$ cat src/rtl/unsharp_mask_core_if.sv
// -----------------------------------------------------------------------------
// unsharp_mask_core_if
// Purpose : groups the four single-port RAM buses used by unsharp_mask_core.
//           The core is the master: it drives addresses and strobes and
//           receives read data. The RAM models / wrappers use the slave side.
// Signals :
//   img_p0_*       image read port     (rd_data in, addr_en/addr_data/rd_en out)
//   kernelX_p0_*   X-tap read port     (rd_data in, addr_en/addr_data/rd_en out)
//   kernelY_p0_*   Y-tap read port     (rd_data in, addr_en/addr_data/rd_en out)
//   mask_img_p0_*  result write port   (wr_data/addr_en/addr_data/wr_en out)
// -----------------------------------------------------------------------------
interface unsharp_mask_core_if #(
  parameter int ADDR_W  = 10,
  parameter int KADDR_W = 3
);
  logic [31:0]         img_p0_rd_data;
  logic                img_p0_addr_en;
  logic [ADDR_W-1:0]   img_p0_addr_data;
  logic                img_p0_rd_en;

  logic [31:0]         kernelX_p0_rd_data;
  logic                kernelX_p0_addr_en;
  logic [KADDR_W-1:0]  kernelX_p0_addr_data;
  logic                kernelX_p0_rd_en;

  logic [31:0]         kernelY_p0_rd_data;
  logic                kernelY_p0_addr_en;
  logic [KADDR_W-1:0]  kernelY_p0_addr_data;
  logic                kernelY_p0_rd_en;

  logic [31:0]         mask_img_p0_wr_data;
  logic                mask_img_p0_addr_en;
  logic [ADDR_W-1:0]   mask_img_p0_addr_data;
  logic                mask_img_p0_wr_en;

  modport master (
    input  img_p0_rd_data,
    output img_p0_addr_en, img_p0_addr_data, img_p0_rd_en,
    input  kernelX_p0_rd_data,
    output kernelX_p0_addr_en, kernelX_p0_addr_data, kernelX_p0_rd_en,
    input  kernelY_p0_rd_data,
    output kernelY_p0_addr_en, kernelY_p0_addr_data, kernelY_p0_rd_en,
    output mask_img_p0_wr_data, mask_img_p0_addr_en, mask_img_p0_addr_data,
           mask_img_p0_wr_en
  );

  modport slave (
    output img_p0_rd_data,
    input  img_p0_addr_en, img_p0_addr_data, img_p0_rd_en,
    output kernelX_p0_rd_data,
    input  kernelX_p0_addr_en, kernelX_p0_addr_data, kernelX_p0_rd_en,
    output kernelY_p0_rd_data,
    input  kernelY_p0_addr_en, kernelY_p0_addr_data, kernelY_p0_rd_en,
    input  mask_img_p0_wr_data, mask_img_p0_addr_en, mask_img_p0_addr_data,
           mask_img_p0_wr_en
  );
endinterface

$ cat src/rtl/unsharp_mask_core.sv
// -----------------------------------------------------------------------------
// unsharp_mask_core
// Purpose : sharpens an IMG_W x IMG_H greyscale image held in an external
//           1-cycle-latency read RAM and writes mask = clamp(2*p - blur)
//           to a write RAM. The blur is a separable KxK convolution whose
//           taps are loaded from the kernelX / kernelY RAMs at every start.
// Ports   :
//   clk   in   rising-edge clock
//   rst   in   asynchronous, active-high reset
//   t     in   one-cycle start pulse, honoured only while idle
//   done  out  (only with UNSHARP_DONE_EN) one-cycle pulse in the cycle
//              after the final mask write
//   bus   master side of unsharp_mask_core_if (image / kernel reads,
//         mask writes)
// Config  : define UNSHARP_DONE_EN to add the done output. Without it,
//           completion is visible only through the final write.
// Timing  : LOADK occupies K cycles. Border pixels take 3 cycles
//           (read, data, write); interior pixels take K*K+2 cycles
//           (K*K reads, last data, write).
// -----------------------------------------------------------------------------
module unsharp_mask_core #(
  parameter int IMG_W      = 32,
  parameter int IMG_H      = 32,
  parameter int K          = 5,
  parameter int NORM_SHIFT = 8,
  parameter int ADDR_W     = 10
) (
  input  logic clk,
  input  logic rst,
  input  logic t,
`ifdef UNSHARP_DONE_EN
  output logic done,
`endif
  unsharp_mask_core_if.master bus
);

  localparam int KADDR_W = 3;
  localparam int ROW_W   = $clog2(IMG_H);
  localparam int COL_W   = $clog2(IMG_W);
  localparam int TAP_W   = $clog2(K);
  localparam int STEP_W  = $clog2(K * K + 2);
  localparam int HALF    = K / 2;

  localparam logic [ROW_W-1:0]  ROW_LO    = ROW_W'(HALF);
  localparam logic [ROW_W-1:0]  ROW_HI    = ROW_W'(IMG_H - 1 - HALF);
  localparam logic [ROW_W-1:0]  ROW_LAST  = ROW_W'(IMG_H - 1);
  localparam logic [COL_W-1:0]  COL_LO    = COL_W'(HALF);
  localparam logic [COL_W-1:0]  COL_HI    = COL_W'(IMG_W - 1 - HALF);
  localparam logic [COL_W-1:0]  COL_LAST  = COL_W'(IMG_W - 1);
  localparam logic [TAP_W-1:0]  TAP_LAST  = TAP_W'(K - 1);
  localparam logic [STEP_W-1:0] K_LAST    = STEP_W'(K - 1);
  // Border pixel: read at step 0, data at step 1, write at step 2.
  localparam logic [STEP_W-1:0] B_DATA    = STEP_W'(1);
  localparam logic [STEP_W-1:0] B_WR      = STEP_W'(2);
  // Interior pixel: reads at steps 0..K*K-1, data one step later,
  // write two steps after the last read.
  localparam logic [STEP_W-1:0] I_LAST_RD = STEP_W'(K * K - 1);
  localparam logic [STEP_W-1:0] I_LAST_DT = STEP_W'(K * K);
  localparam logic [STEP_W-1:0] I_WR      = STEP_W'(K * K + 1);
  // The centre is read (HALF*K + HALF) and returns one step later.
  localparam logic [STEP_W-1:0] I_CENTRE  = STEP_W'(HALF * K + HALF + 1);

  typedef enum logic [1:0] {S_IDLE, S_LOADK, S_PIX} state_t;

  state_t r_state, w_state_next;

  logic [STEP_W-1:0]  r_step;
  logic [ROW_W-1:0]   r_row;
  logic [COL_W-1:0]   r_col;
  logic [TAP_W-1:0]   r_dx, r_dy;      // tap of the read issued this cycle
  logic [TAP_W-1:0]   r_pdx, r_pdy;    // tap whose data returns this cycle
  logic [31:0]        r_acc;
  logic [7:0]         r_centre;
  logic [7:0]         r_mask;
  logic [7:0]         r_kx [K];
  logic [7:0]         r_ky [K];
  logic               r_k_pend;
  logic [KADDR_W-1:0] r_k_idx;

  logic               w_border;
  logic               w_last_pixel;
  logic               w_pix_done;
  logic               w_run_end;
  logic               w_k_rd;
  logic               w_img_rd;
  logic               w_accum;
  logic [7:0]         w_pix_in;
  logic [31:0]        w_prod;
  logic [31:0]        w_acc_sum;
  logic [7:0]         w_blur;
  logic signed [10:0] w_diff;
  logic [7:0]         w_mask;
  logic [ADDR_W-1:0]  w_ctr_addr;
  logic [ADDR_W-1:0]  w_tap_row, w_tap_col, w_tap_addr;
  logic               w_unused;

  // ---------------------------------------------------------------------------
  // Pixel classification and step decode
  // ---------------------------------------------------------------------------
  assign w_border     = (r_row < ROW_LO) || (r_row > ROW_HI) ||
                        (r_col < COL_LO) || (r_col > COL_HI);
  assign w_last_pixel = (r_row == ROW_LAST) && (r_col == COL_LAST);
  assign w_pix_done   = (r_state == S_PIX) &&
                        (r_step == (w_border ? B_WR : I_WR));
  assign w_run_end    = w_pix_done && w_last_pixel;

  assign w_k_rd   = (r_state == S_LOADK);
  assign w_img_rd = (r_state == S_PIX) &&
                    (w_border ? (r_step == '0) : (r_step <= I_LAST_RD));
  assign w_accum  = (r_state == S_PIX) && !w_border &&
                    (r_step != '0) && (r_step <= I_LAST_DT);

  // ---------------------------------------------------------------------------
  // Arithmetic: acc += kx*ky*p; blur = acc >> NORM_SHIFT (8 bits);
  // mask = clamp(2*centre - blur, 0, 255)
  // ---------------------------------------------------------------------------
  assign w_pix_in  = bus.img_p0_rd_data[7:0];
  assign w_prod    = 32'(r_kx[r_pdx]) * 32'(r_ky[r_pdy]) * 32'(w_pix_in);
  assign w_acc_sum = r_acc + w_prod;
  assign w_blur    = w_acc_sum[NORM_SHIFT +: 8];
  assign w_diff    = $signed({2'b00, r_centre, 1'b0}) - $signed({3'b000, w_blur});

  always_comb begin
    // NOTE: every combinational output gets a default first, so no path can
    // leave it unassigned and infer a latch.
    w_mask = w_diff[7:0];
    if (w_diff[10])
      w_mask = 8'h00;
    else if (|w_diff[9:8])
      w_mask = 8'hFF;
  end

  // ---------------------------------------------------------------------------
  // Addresses. The tap coordinates stay in range for interior pixels, so
  // modular ADDR_W arithmetic gives the exact row*IMG_W + col.
  // ---------------------------------------------------------------------------
  assign w_ctr_addr = ADDR_W'(r_row) * ADDR_W'(IMG_W) + ADDR_W'(r_col);
  assign w_tap_row  = ADDR_W'(r_row) + ADDR_W'(r_dy) - ADDR_W'(HALF);
  assign w_tap_col  = ADDR_W'(r_col) + ADDR_W'(r_dx) - ADDR_W'(HALF);
  assign w_tap_addr = w_tap_row * ADDR_W'(IMG_W) + w_tap_col;

  // ---------------------------------------------------------------------------
  // FSM
  // ---------------------------------------------------------------------------
  always_ff @(posedge clk or posedge rst) begin
    if (rst)
      r_state <= S_IDLE;
    else
      r_state <= w_state_next;
  end

  always_comb begin
    w_state_next = r_state;
    case (r_state)
      S_IDLE:  if (t)                  w_state_next = S_LOADK;
      S_LOADK: if (r_step == K_LAST)   w_state_next = S_PIX;
      S_PIX:   if (w_run_end)          w_state_next = S_IDLE;
      default:                         w_state_next = S_IDLE;
    endcase
  end

  // ---------------------------------------------------------------------------
  // Kernel capture: data returns the cycle after each LOADK read, so the
  // last tap lands during the first PIX cycle, before any image data arrives.
  // ---------------------------------------------------------------------------
  always_ff @(posedge clk or posedge rst) begin
    if (rst) begin
      r_k_pend <= 1'b0;
      r_k_idx  <= '0;
      // NOTE: the tap registers are a handful of flops, not a RAM, so they
      // are reset like any other state.
      for (int i = 0; i < K; i++) begin
        r_kx[i] <= '0;
        r_ky[i] <= '0;
      end
    end else begin
      // NOTE: sequential state uses non-blocking assignments so every
      // register samples the values from before this edge.
      r_k_pend <= w_k_rd;
      r_k_idx  <= r_step[KADDR_W-1:0];
      if (r_k_pend) begin
        r_kx[r_k_idx] <= bus.kernelX_p0_rd_data[7:0];
        r_ky[r_k_idx] <= bus.kernelY_p0_rd_data[7:0];
      end
    end
  end

  // ---------------------------------------------------------------------------
  // Pixel sequencer and datapath
  // ---------------------------------------------------------------------------
  always_ff @(posedge clk or posedge rst) begin
    if (rst) begin
      r_step   <= '0;
      r_row    <= '0;
      r_col    <= '0;
      r_dx     <= '0;
      r_dy     <= '0;
      r_pdx    <= '0;
      r_pdy    <= '0;
      r_acc    <= '0;
      r_centre <= '0;
      r_mask   <= '0;
    end else begin
      r_pdx <= r_dx;
      r_pdy <= r_dy;
      case (r_state)
        S_IDLE: begin
          r_step <= '0;
          r_row  <= '0;
          r_col  <= '0;
          r_dx   <= '0;
          r_dy   <= '0;
          r_acc  <= '0;
        end
        S_LOADK: begin
          r_step <= (r_step == K_LAST) ? '0 : r_step + 1'b1;
        end
        S_PIX: begin
          if (w_pix_done) begin
            r_step <= '0;
            r_dx   <= '0;
            r_dy   <= '0;
            r_acc  <= '0;
            if (r_col == COL_LAST) begin
              r_col <= '0;
              r_row <= r_row + 1'b1;
            end else begin
              r_col <= r_col + 1'b1;
            end
          end else begin
            r_step <= r_step + 1'b1;
            if (w_border) begin
              // Border pixels are copied through unchanged.
              if (r_step == B_DATA)
                r_mask <= w_pix_in;
            end else begin
              // Hold the tap at (K-1,K-1) after the last read so the
              // kernel index never leaves 0..K-1.
              if (w_img_rd && (r_step != I_LAST_RD)) begin
                if (r_dx == TAP_LAST) begin
                  r_dx <= '0;
                  r_dy <= r_dy + 1'b1;
                end else begin
                  r_dx <= r_dx + 1'b1;
                end
              end
              if (w_accum)
                r_acc <= w_acc_sum;
              if (r_step == I_CENTRE)
                r_centre <= w_pix_in;
              if (r_step == I_LAST_DT)
                r_mask <= w_mask;
            end
          end
        end
        default: r_step <= '0;
      endcase
    end
  end

`ifdef UNSHARP_DONE_EN
  always_ff @(posedge clk or posedge rst) begin
    if (rst)
      done <= 1'b0;
    else
      done <= w_run_end;
  end
`else
  // No done port: the final mask write marks completion.
`endif

  // ---------------------------------------------------------------------------
  // Bus outputs: address and enables move together and idle at zero.
  // ---------------------------------------------------------------------------
  assign bus.img_p0_rd_en         = w_img_rd;
  assign bus.img_p0_addr_en       = w_img_rd;
  assign bus.img_p0_addr_data     = w_img_rd ? (w_border ? w_ctr_addr : w_tap_addr) : '0;

  assign bus.kernelX_p0_rd_en     = w_k_rd;
  assign bus.kernelX_p0_addr_en   = w_k_rd;
  assign bus.kernelX_p0_addr_data = w_k_rd ? r_step[KADDR_W-1:0] : '0;
  assign bus.kernelY_p0_rd_en     = w_k_rd;
  assign bus.kernelY_p0_addr_en   = w_k_rd;
  assign bus.kernelY_p0_addr_data = w_k_rd ? r_step[KADDR_W-1:0] : '0;

  assign bus.mask_img_p0_wr_en     = w_pix_done;
  assign bus.mask_img_p0_addr_en   = w_pix_done;
  assign bus.mask_img_p0_addr_data = w_pix_done ? w_ctr_addr : '0;
  assign bus.mask_img_p0_wr_data   = w_pix_done ? {24'h000000, r_mask} : '0;

  // Upper read-data bits and the accumulator bits outside the blur window
  // carry no information for this function.
  assign w_unused = ^{bus.img_p0_rd_data[31:8], bus.kernelX_p0_rd_data[31:8],
                      bus.kernelY_p0_rd_data[31:8], w_acc_sum[31:NORM_SHIFT+8],
                      w_acc_sum[NORM_SHIFT-1:0]};

endmodule

$ cat src/flat_wrapper.sv
// flat-port wrapper written by rule: the top's interface ports become plain ports
module unsharp_mask_core_flat 
#(
  parameter int IMG_W      = 32,
  parameter int IMG_H      = 32,
  parameter int K          = 5,
  parameter int NORM_SHIFT = 8,
  parameter int ADDR_W     = 10
)
  (clk, rst, t, bus_img_p0_rd_data, bus_img_p0_addr_en, bus_img_p0_addr_data, bus_img_p0_rd_en, bus_kernelX_p0_rd_data, bus_kernelX_p0_addr_en, bus_kernelX_p0_addr_data, bus_kernelX_p0_rd_en, bus_kernelY_p0_rd_data, bus_kernelY_p0_addr_en, bus_kernelY_p0_addr_data, bus_kernelY_p0_rd_en, bus_mask_img_p0_wr_data, bus_mask_img_p0_addr_en, bus_mask_img_p0_addr_data, bus_mask_img_p0_wr_en);
  unsharp_mask_core_if #(.ADDR_W(ADDR_W), .KADDR_W(3)) bus_i ();
  input  logic clk;
  input  logic rst;
  input  logic t;
  input wire logic [$bits(bus_i.img_p0_rd_data)-1:0] bus_img_p0_rd_data;
  output wire logic [$bits(bus_i.img_p0_addr_en)-1:0] bus_img_p0_addr_en;
  output wire logic [$bits(bus_i.img_p0_addr_data)-1:0] bus_img_p0_addr_data;
  output wire logic [$bits(bus_i.img_p0_rd_en)-1:0] bus_img_p0_rd_en;
  input wire logic [$bits(bus_i.kernelX_p0_rd_data)-1:0] bus_kernelX_p0_rd_data;
  output wire logic [$bits(bus_i.kernelX_p0_addr_en)-1:0] bus_kernelX_p0_addr_en;
  output wire logic [$bits(bus_i.kernelX_p0_addr_data)-1:0] bus_kernelX_p0_addr_data;
  output wire logic [$bits(bus_i.kernelX_p0_rd_en)-1:0] bus_kernelX_p0_rd_en;
  input wire logic [$bits(bus_i.kernelY_p0_rd_data)-1:0] bus_kernelY_p0_rd_data;
  output wire logic [$bits(bus_i.kernelY_p0_addr_en)-1:0] bus_kernelY_p0_addr_en;
  output wire logic [$bits(bus_i.kernelY_p0_addr_data)-1:0] bus_kernelY_p0_addr_data;
  output wire logic [$bits(bus_i.kernelY_p0_rd_en)-1:0] bus_kernelY_p0_rd_en;
  output wire logic [$bits(bus_i.mask_img_p0_wr_data)-1:0] bus_mask_img_p0_wr_data;
  output wire logic [$bits(bus_i.mask_img_p0_addr_en)-1:0] bus_mask_img_p0_addr_en;
  output wire logic [$bits(bus_i.mask_img_p0_addr_data)-1:0] bus_mask_img_p0_addr_data;
  output wire logic [$bits(bus_i.mask_img_p0_wr_en)-1:0] bus_mask_img_p0_wr_en;
  assign bus_i.img_p0_rd_data = bus_img_p0_rd_data;
  assign bus_img_p0_addr_en = bus_i.img_p0_addr_en;
  assign bus_img_p0_addr_data = bus_i.img_p0_addr_data;
  assign bus_img_p0_rd_en = bus_i.img_p0_rd_en;
  assign bus_i.kernelX_p0_rd_data = bus_kernelX_p0_rd_data;
  assign bus_kernelX_p0_addr_en = bus_i.kernelX_p0_addr_en;
  assign bus_kernelX_p0_addr_data = bus_i.kernelX_p0_addr_data;
  assign bus_kernelX_p0_rd_en = bus_i.kernelX_p0_rd_en;
  assign bus_i.kernelY_p0_rd_data = bus_kernelY_p0_rd_data;
  assign bus_kernelY_p0_addr_en = bus_i.kernelY_p0_addr_en;
  assign bus_kernelY_p0_addr_data = bus_i.kernelY_p0_addr_data;
  assign bus_kernelY_p0_rd_en = bus_i.kernelY_p0_rd_en;
  assign bus_mask_img_p0_wr_data = bus_i.mask_img_p0_wr_data;
  assign bus_mask_img_p0_addr_en = bus_i.mask_img_p0_addr_en;
  assign bus_mask_img_p0_addr_data = bus_i.mask_img_p0_addr_data;
  assign bus_mask_img_p0_wr_en = bus_i.mask_img_p0_wr_en;
  unsharp_mask_core #(.IMG_W(IMG_W), .IMG_H(IMG_H), .K(K), .NORM_SHIFT(NORM_SHIFT), .ADDR_W(ADDR_W)) u_core (.clk(clk), .rst(rst), .t(t), .bus(bus_i));
endmodule
$ cat config.mk
export PLATFORM = sky130hd
export DESIGN_NAME = unsharp_mask_core_flat
export DESIGN_NICKNAME = d
export VERILOG_FILES = /design/src/rtl/unsharp_mask_core_if.sv /design/src/rtl/unsharp_mask_core.sv /design/src/flat_wrapper.sv
export SDC_FILE = /design/constraint.sdc
export NUM_CORES = 1
export LEC_CHECK = 0
export CELL_PAD_IN_SITES_DETAIL_PLACEMENT = 1
export CELL_PAD_IN_SITES_GLOBAL_PLACEMENT = 1
export CORE_MARGIN = 2
export CORE_UTILIZATION = 40
export DETAILED_ROUTE_END_ITERATION = 10
export HOLD_SLACK_MARGIN = 0.15
export PLACE_DENSITY = 0.89
export SETUP_SLACK_MARGIN = 0.05
export SLEW_MARGIN = 20
export SYNTH_ARGS = -nofsm -noshare
export SYNTH_HDL_FRONTEND = slang
export SYNTH_SLANG_ARGS = --single-unit
$ cat constraint.sdc
create_clock -name clk -period 10.4 [get_ports clk]
set_input_delay 2.08 -clock clk [delete_from_list [all_inputs] [get_ports clk]]
set_output_delay 2.08 -clock clk [all_outputs]
set_load 0.01 [all_outputs]
Word level (Yosys, flattened, before mapping). Cells that the tools add are included.

Input bits: 99. Word-level logic and storage cells: 150. Flip-flop bits (word level): 161. Output and inout bits: 66.

Bitwise gates (word level): 5. Multiply operators: 2. Equal/unequal tests: 21. Add/subtract/negate cells: 13. Muxes and demuxes: 49. Reduce and logical (&&, ||, !) cells: 27. $lt $le $gt $ge: 10.

Operators by type and width (number): 32-bit 2-to-1 mux (3); 8-bit 2-to-1 mux (11); 40-bit bitwise mux (2); 32-bit one-hot mux with 2 select lines (1); 8-bit binary-select mux with 3-bit select (2); 5-bit 2-to-1 mux (7); 32-bit by 24-bit adder with 32-bit output (1); 10-bit 2-to-1 mux (3); 5-bit one-hot mux with 2 select lines (3); 3-bit 2-to-1 mux (9); 8-bit demux with 3-bit select (1); 16-bit by 8-bit multiplier with 24-bit output (1); 8-bit by 8-bit multiplier with 16-bit output (1); 5-bit by 1-bit adder with 5-bit output, second input constant (3); 5-bit == test, second input constant (3); 4-bit >= comparator, second input constant (3); 3-bit NOT with 4-bit output (3); 3-bit one-hot mux with 2 select lines (2); 3-bit AND reduction (4); 4-bit AND reduction (3); 10-bit adder (1); 10-bit by 5-bit adder with 10-bit output (1); 5-bit > comparator, second input constant (2); 5-bit <= comparator, second input constant (2); other kinds (34) (55).

Longest topological paths before layout.
Word-level depth: 13. Gate-level depth with buffers: 42. Mapped depth without buffers: 41.

Worst setup path after synthesis. No wires, ideal clock.

Path type: register -> register. From: register u_core.r_pdy[2]. To: register u_core.r_mask[6]. Required time: 10318 ps. Library setup time: 82 ps. Slack: 547 ps. Arrival: 9771 ps. Stages on the path, launching flop included: 38. Clock period less this slack: 9853 ps. Cell sequence: dfrtp_1 -> clkbuf_1 -> nor2b_1 -> clkbuf_1 -> a21oi_1 -> o22ai_1 -> nand2_1 -> fa_1 -> inv_1 -> fa_1 -> inv_1 -> fa_1 -> fa_1 -> inv_1 -> ha_1 -> nand3_1 -> o221a_2 -> xnor2_1 -> [... 2 more ...] -> inv_1 -> fa_1 -> fa_1 -> inv_1 -> fa_1 -> inv_1 -> ha_1 -> xnor2_1 -> inv_1 -> ha_1 -> or4b_2 -> a21oi_1 -> o41a_1 -> o311ai_0 -> a21o_1 -> a21oi_1 -> o31ai_1 -> a31oi_1.

Cells in the longest elaborated chain, start to end: 13.

Ends and longest elaborated chain: start, declared (RTL line unsharp_mask_core.sv:71) `logic [TAP_W-1:0] r_pdx, r_pdy;`; start signal, assigned (RTL line unsharp_mask_core.sv:205) `r_pdy <= r_dy;`; 3-bit NOT with 4-bit output (implied by the code) (*) (RTL line unsharp_mask_core.sv:118) `assign w_prod = 32'(r_kx[r_pdx]) * 32'(r_ky[r_pdy]) * 32'(w_pix_in);`; 8-bit binary-select mux with 3-bit select (*) (RTL line unsharp_mask_core.sv:118); 8-bit 2-to-1 mux (implied by the code) (*) (2 in series) (RTL line unsharp_mask_core.sv:118); 8-bit by 8-bit multiplier with 16-bit output (*) (RTL line unsharp_mask_core.sv:118); 16-bit by 8-bit multiplier with 24-bit output (*) (RTL line unsharp_mask_core.sv:118); 32-bit by 24-bit adder with 32-bit output (*) (RTL line unsharp_mask_core.sv:119) `assign w_acc_sum = r_acc + w_prod;`; 9-bit by 8-bit subtractor with 10-bit output (*) (RTL line unsharp_mask_core.sv:121) `assign w_diff = $signed({2'b00, r_centre, 1'b0}) - $signed({3'b000, w_blur});`; 2-bit OR reduction (RTL line unsharp_mask_core.sv:129) `else if (|w_diff[9:8])`; 8-bit 2-to-1 mux (RTL line unsharp_mask_core.sv:129); 8-bit 2-to-1 mux (*) (RTL line unsharp_mask_core.sv:127) `if (w_diff[10])`; 8-bit 2-to-1 mux (*) (RTL line unsharp_mask_core.sv:251) `if (r_step == I_LAST_DT)`; 8-bit 2-to-1 mux (*) (RTL line unsharp_mask_core.sv:232) `if (w_border) begin`; end signal, assigned (RTL line unsharp_mask_core.sv:235) `r_mask <= w_pix_in;`; end signal, assigned (RTL line unsharp_mask_core.sv:252) `r_mask <= w_mask;`; end, declared (RTL line unsharp_mask_core.sv:74) `logic [7:0] r_mask;`.

Every way passes the cells marked *; elsewhere a longest branch is shown, timed or not. The select of a mux whose other input is x is not followed. A chain may end at the register's enable or synchronous reset.

Worst setup path after layout.
From: register u_core.r_pdx[2]. To: register u_core.r_mask[7].

Cells in the longest elaborated chain, start to end: 13.

Ends and longest elaborated chain: start, declared (RTL line unsharp_mask_core.sv:71); start signal, assigned (RTL line unsharp_mask_core.sv:204) `r_pdx <= r_dx;`; 3-bit NOT with 4-bit output (implied by the code) (*) (RTL line unsharp_mask_core.sv:118); 8-bit binary-select mux with 3-bit select (*) (RTL line unsharp_mask_core.sv:118); 8-bit 2-to-1 mux (implied by the code) (*) (2 in series) (RTL line unsharp_mask_core.sv:118); 8-bit by 8-bit multiplier with 16-bit output (*) (RTL line unsharp_mask_core.sv:118); 16-bit by 8-bit multiplier with 24-bit output (*) (RTL line unsharp_mask_core.sv:118); 32-bit by 24-bit adder with 32-bit output (*) (RTL line unsharp_mask_core.sv:119); 9-bit by 8-bit subtractor with 10-bit output (*) (RTL line unsharp_mask_core.sv:121); 2-bit OR reduction (RTL line unsharp_mask_core.sv:129); 8-bit 2-to-1 mux (RTL line unsharp_mask_core.sv:129); 8-bit 2-to-1 mux (*) (RTL line unsharp_mask_core.sv:127); 8-bit 2-to-1 mux (*) (RTL line unsharp_mask_core.sv:251); 8-bit 2-to-1 mux (*) (RTL line unsharp_mask_core.sv:232).

Marks and branches as above.

==> results.cfg <==
[outcome]
run_status = completed

[cells_and_area]
flow.area_growth_from_synthesis_pct = 19.4
num_antenna_cells = 0
seq_area_um2 = 3630
multi_input_area_um2 = 8940
fraction_of_layout_cells_with_a_size_suffix_above_1 = 0.190
stdcell_area_um2 = 15800
finish.net_count = 1814
final.fill_count = 3623

[grt]
grt_pass1_vias = 12300
grt_pass1_wl_um = 65100
grt_start_max_net_pins = 77
grt.overflow.total = 0
initial_antenna_violation_count = 0
global_route.usage.total = 0.243

[clock_tree]
root_cell_of_the_clock_tree = clkbuf_16
tritoncts_num_sinks = 145
cts_tree = built
clk_path_buf_depth = 2
clock_insertion_delay_worst_skew_ns = 0.46
clkTransAtPathRegs_ns = 0.07
cts_max_level = 4
numCtsBuffers = 17

[worst_setup_path]
startpoint_type = register
path_class = register to register
element_type_at_the_critical_path_end = register
timing.critical_path.slowest_cell_delay_ns = 0.61
timing.rr.end = u_core.r_mask[7]
critical_path.slowest_cell = fa_1
critical_path_required_ns = 10.68
regToRegStartpoint = u_core.r_pdx[2]
critical_path.max_fanout = 11
cp_common_cell = fa_1
arrival_time_of_the_worst_setup_path_ns = 10.55
rr_worst_depth = 37
reg2reg_setup_slack_ns = 0.13

[min_path]
hold_path.class = register to register
worst_hold_start = u_core.r_dy[2]
hold-path-endpoint = u_core.r_pdy[2]
hold-path-cell-count = 0

[drt]
wirelength_um = 41800
drt.antenna.violating_nets = 0
remaining_drc_errors = 0
route.detailed.vias_per_inst = 5.49
detail_route.wl_per_cell_um = 21.4
drt_iter0_markers = 648
first_pass_iters = 5
detailroute.via_count = 10700

[power]
p_switching_uw = 346
p_int_uw = 931
cellPowerDensity_nw_per_um2 = 80.7
worst_vdd_ir_v = 0.000116
p_total_mw = 1.28
relative_contribution_of_combinational_cells_to_total_power = 0.054
power.share.clock = 0.496
power.leakage_nw = 7.57
pwr-share-seq = 0.450
power_switching_share = 0.271

[sta]
max_freq_mhz = 97.4
period_minus_slack_ns = 10.27
setup_viol = 0
setup-tns-final_ns = 0
final.setup_skew_ns = 0.0200
final-hold-violation-count = 0
relSlewSlack = 0.290
timing_max_transition_violations_final = 0
worst_tran_pin_value_ns = 1.06
finalCritPeriodShare = 0.987

[synthesis]
asr_flop_ratio_synth = 1.00
post_synth_inst_count = 1375
synth_edf_count = 0
synth.distinct_cells = 60
yosysSeqAreaShare = 0.274
synthTopCellsByArea = dfrtp_1 (27%), fa_1 (17%), ha_1 (9.7%)
synthDominantAreaCellType = dfrtp_1
syn_area_per_cell_um2 = 9.64
synth_area_um2 = 13300
synth-warning-count = 0
synth.top_cell.area_share = 0.274
ys.flop_type = dfrtp_1
ys_ff_latch = 145

[floorplan]
coreArea_um2 = 32600
initial_core_util = 0.406
dieArea_um2 = 34600
rows = 66
fp.dieW_um = 186
die_h_um = 186
top_level_ports = 165

[placement]
dp_hpwl_um = 27400
place_area_um2 = 14700
routabilityCongestion = 0.851
port_buffers = 68

[run]
max-cap-violations = 0
## power by group through the flow
stage	clock (mW)	combinational, mW	sequential [mW]
after CTS	0.629	0.0637	0.574
after detailed placement	0	0.0620	0.585
final	0.634	0.0686	0.575
after global routing	0.658	0.0745	0.575
after floorplan	0	0.0396	0.583
after global placement	0	0.0596	0.584
## per-stage QoR
stage / setup slack (ns) / std cells / util / hold slack, ns
6_report: 0.131 / 1952 / 0.485 / 0.399
3_3_place_gp: -0.0342 / 1900 / 0.450 / 0.362
5_1_grt: -0.147 / 1952 / 0.485 / 0.406
4_1_cts: 0.0805 / 1938 / 0.473 / 0.400
3_5_place_dp: -0.475 / 1900 / 0.450 / 0.372
2_1_floorplan: 0.547 / 1398 / - / 0.352
## Yosys cell counts (all sizes together) (16+ instances only)
cell / n
a21oi: 50
a21o: 16
xor2: 19
buf: 40
nand2: 125
ha: 103
and2: 63
mux2: 88
mux2i: 39
fa: 114
dfrtp: 145
clkbuf: 37
inv: 194
xnor2: 32
o21ai: 34
nor2: 110
## state kept, by name (all words and copies together), names as in the netlist, 2 cells and up
| name | flops |
|---|---|
| u_core.r_col | 5 |
| u_core.r_k_idx | 3 |
| u_core.r_pdy | 3 |
| u_core.r_row | 5 |
| u_core.r_mask | 8 |
| u_core.r_state | 2 |
| u_core.r_dx | 3 |
| u_core.r_pdx | 3 |
| u_core.r_step | 5 |
| u_core.r_acc | 16 |
| u_core.r_centre | 8 |
| u_core.r_dy | 3 |
| u_core.r_kx | 40 |
| u_core.r_ky | 40 |
## cell families (layout without fill, tap and decap cells)
family                   Yosys count  after routing  synth area share
XOR/XNOR                          53             53            0.0371
AO/OA/AOI/OAI                    186            186            0.0914
buffers and inverters            271            383            0.0875
multiplexers                     127            127             0.107
AND/OR/NAND/NOR                  375            375             0.134
flip-flops                       145            145             0.274
adder cells (fa/ha/maj)          217            217             0.269
other                              1             24          0.000283
## what timing repair did
item	4_1_cts	5_1_grt
setup endpoints to repair	8	8
pin swaps	2	32
gates cloned	0	0
buffers inserted	7	14
hold buffers	0	0
resized for setup	26	68
## cell type report
cell class	instances	area share
Sequential cell	145	0.230
Clock buffer	17	0.0269
Clock inverter	14	0.00909
Multi-Input combinational cell	982	0.565
Tap cell	442	0.0350
Timing Repair Buffer	158	0.0880
Inverter	194	0.0463
## how the worst max path moves through the flow
stage	start	to	slack (ns)	cells after the start
floorplan	u_core.r_pdy[2]	u_core.r_mask[6]	0.55	37
global placement	u_core.r_pdy[2]	u_core.r_mask[2]	-0.03	37
detailed placement	u_core.r_pdy[2]	u_core.r_mask[4]	-0.48	34
CTS	u_core.r_pdx[2]	u_core.r_mask[4]	0.08	38
global route	u_core.r_pdx[2]	u_core.r_mask[7]	-0.15	43
finish	u_core.r_pdx[2]	u_core.r_mask[7]	0.13	37
## cell usage in the layout (no fill, tap or decap), types with 8 or more instances in the layout
master | Yosys | routed
a21oi_1 | 50 | 42
inv_1 | 194 | 192
nor2_1 | 110 | 104
xor2_1 | 19 | 18
a21o_1 | 16 | 16
mux2i_1 | 38 | 38
fa_1 | 114 | 113
buf_4 | 33 | 85
and2_1 | 63 | 63
clkdlybuf4s50_1 | 0 | 68
nand2_1 | 124 | 124
dfrtp_1 | 145 | 142
nand3_1 | 13 | 13
clkbuf_16 | 0 | 17
nand2b_1 | 12 | 10
a22o_1 | 9 | 9
xnor2_1 | 32 | 27
o21ai_0 | 32 | 25
mux2_2 | 80 | 80
conb_1 | 1 | 24
a31oi_1 | 12 | 12
nor2b_1 | 14 | 11
o22ai_1 | 13 | 8
ha_1 | 103 | 92
mux2_4 | 8 | 8
nor3_1 | 10 | 9
## worst max-delay path, delay by kind of cell, from the launching register on
kind / cells / cell delay [ns]
buf+inv: 9 / 1.32
flops: 1 / 0.48
simple gates: 6 / 0.75
fa+ha+maj: 11 / 5.24
xor+xnor: 3 / 0.72
compound gates: 8 / 1.55
## routing by layer
metal,wire (µm),vias up,global-route usage
met3,1840,137,0.0362
met5,0,-,0
li1,-,4677,-
met1,16200,5531,0.283
met2,22200,374,0.446
met4,1640,0,0.102
Power figures use the tool's default switching activity.
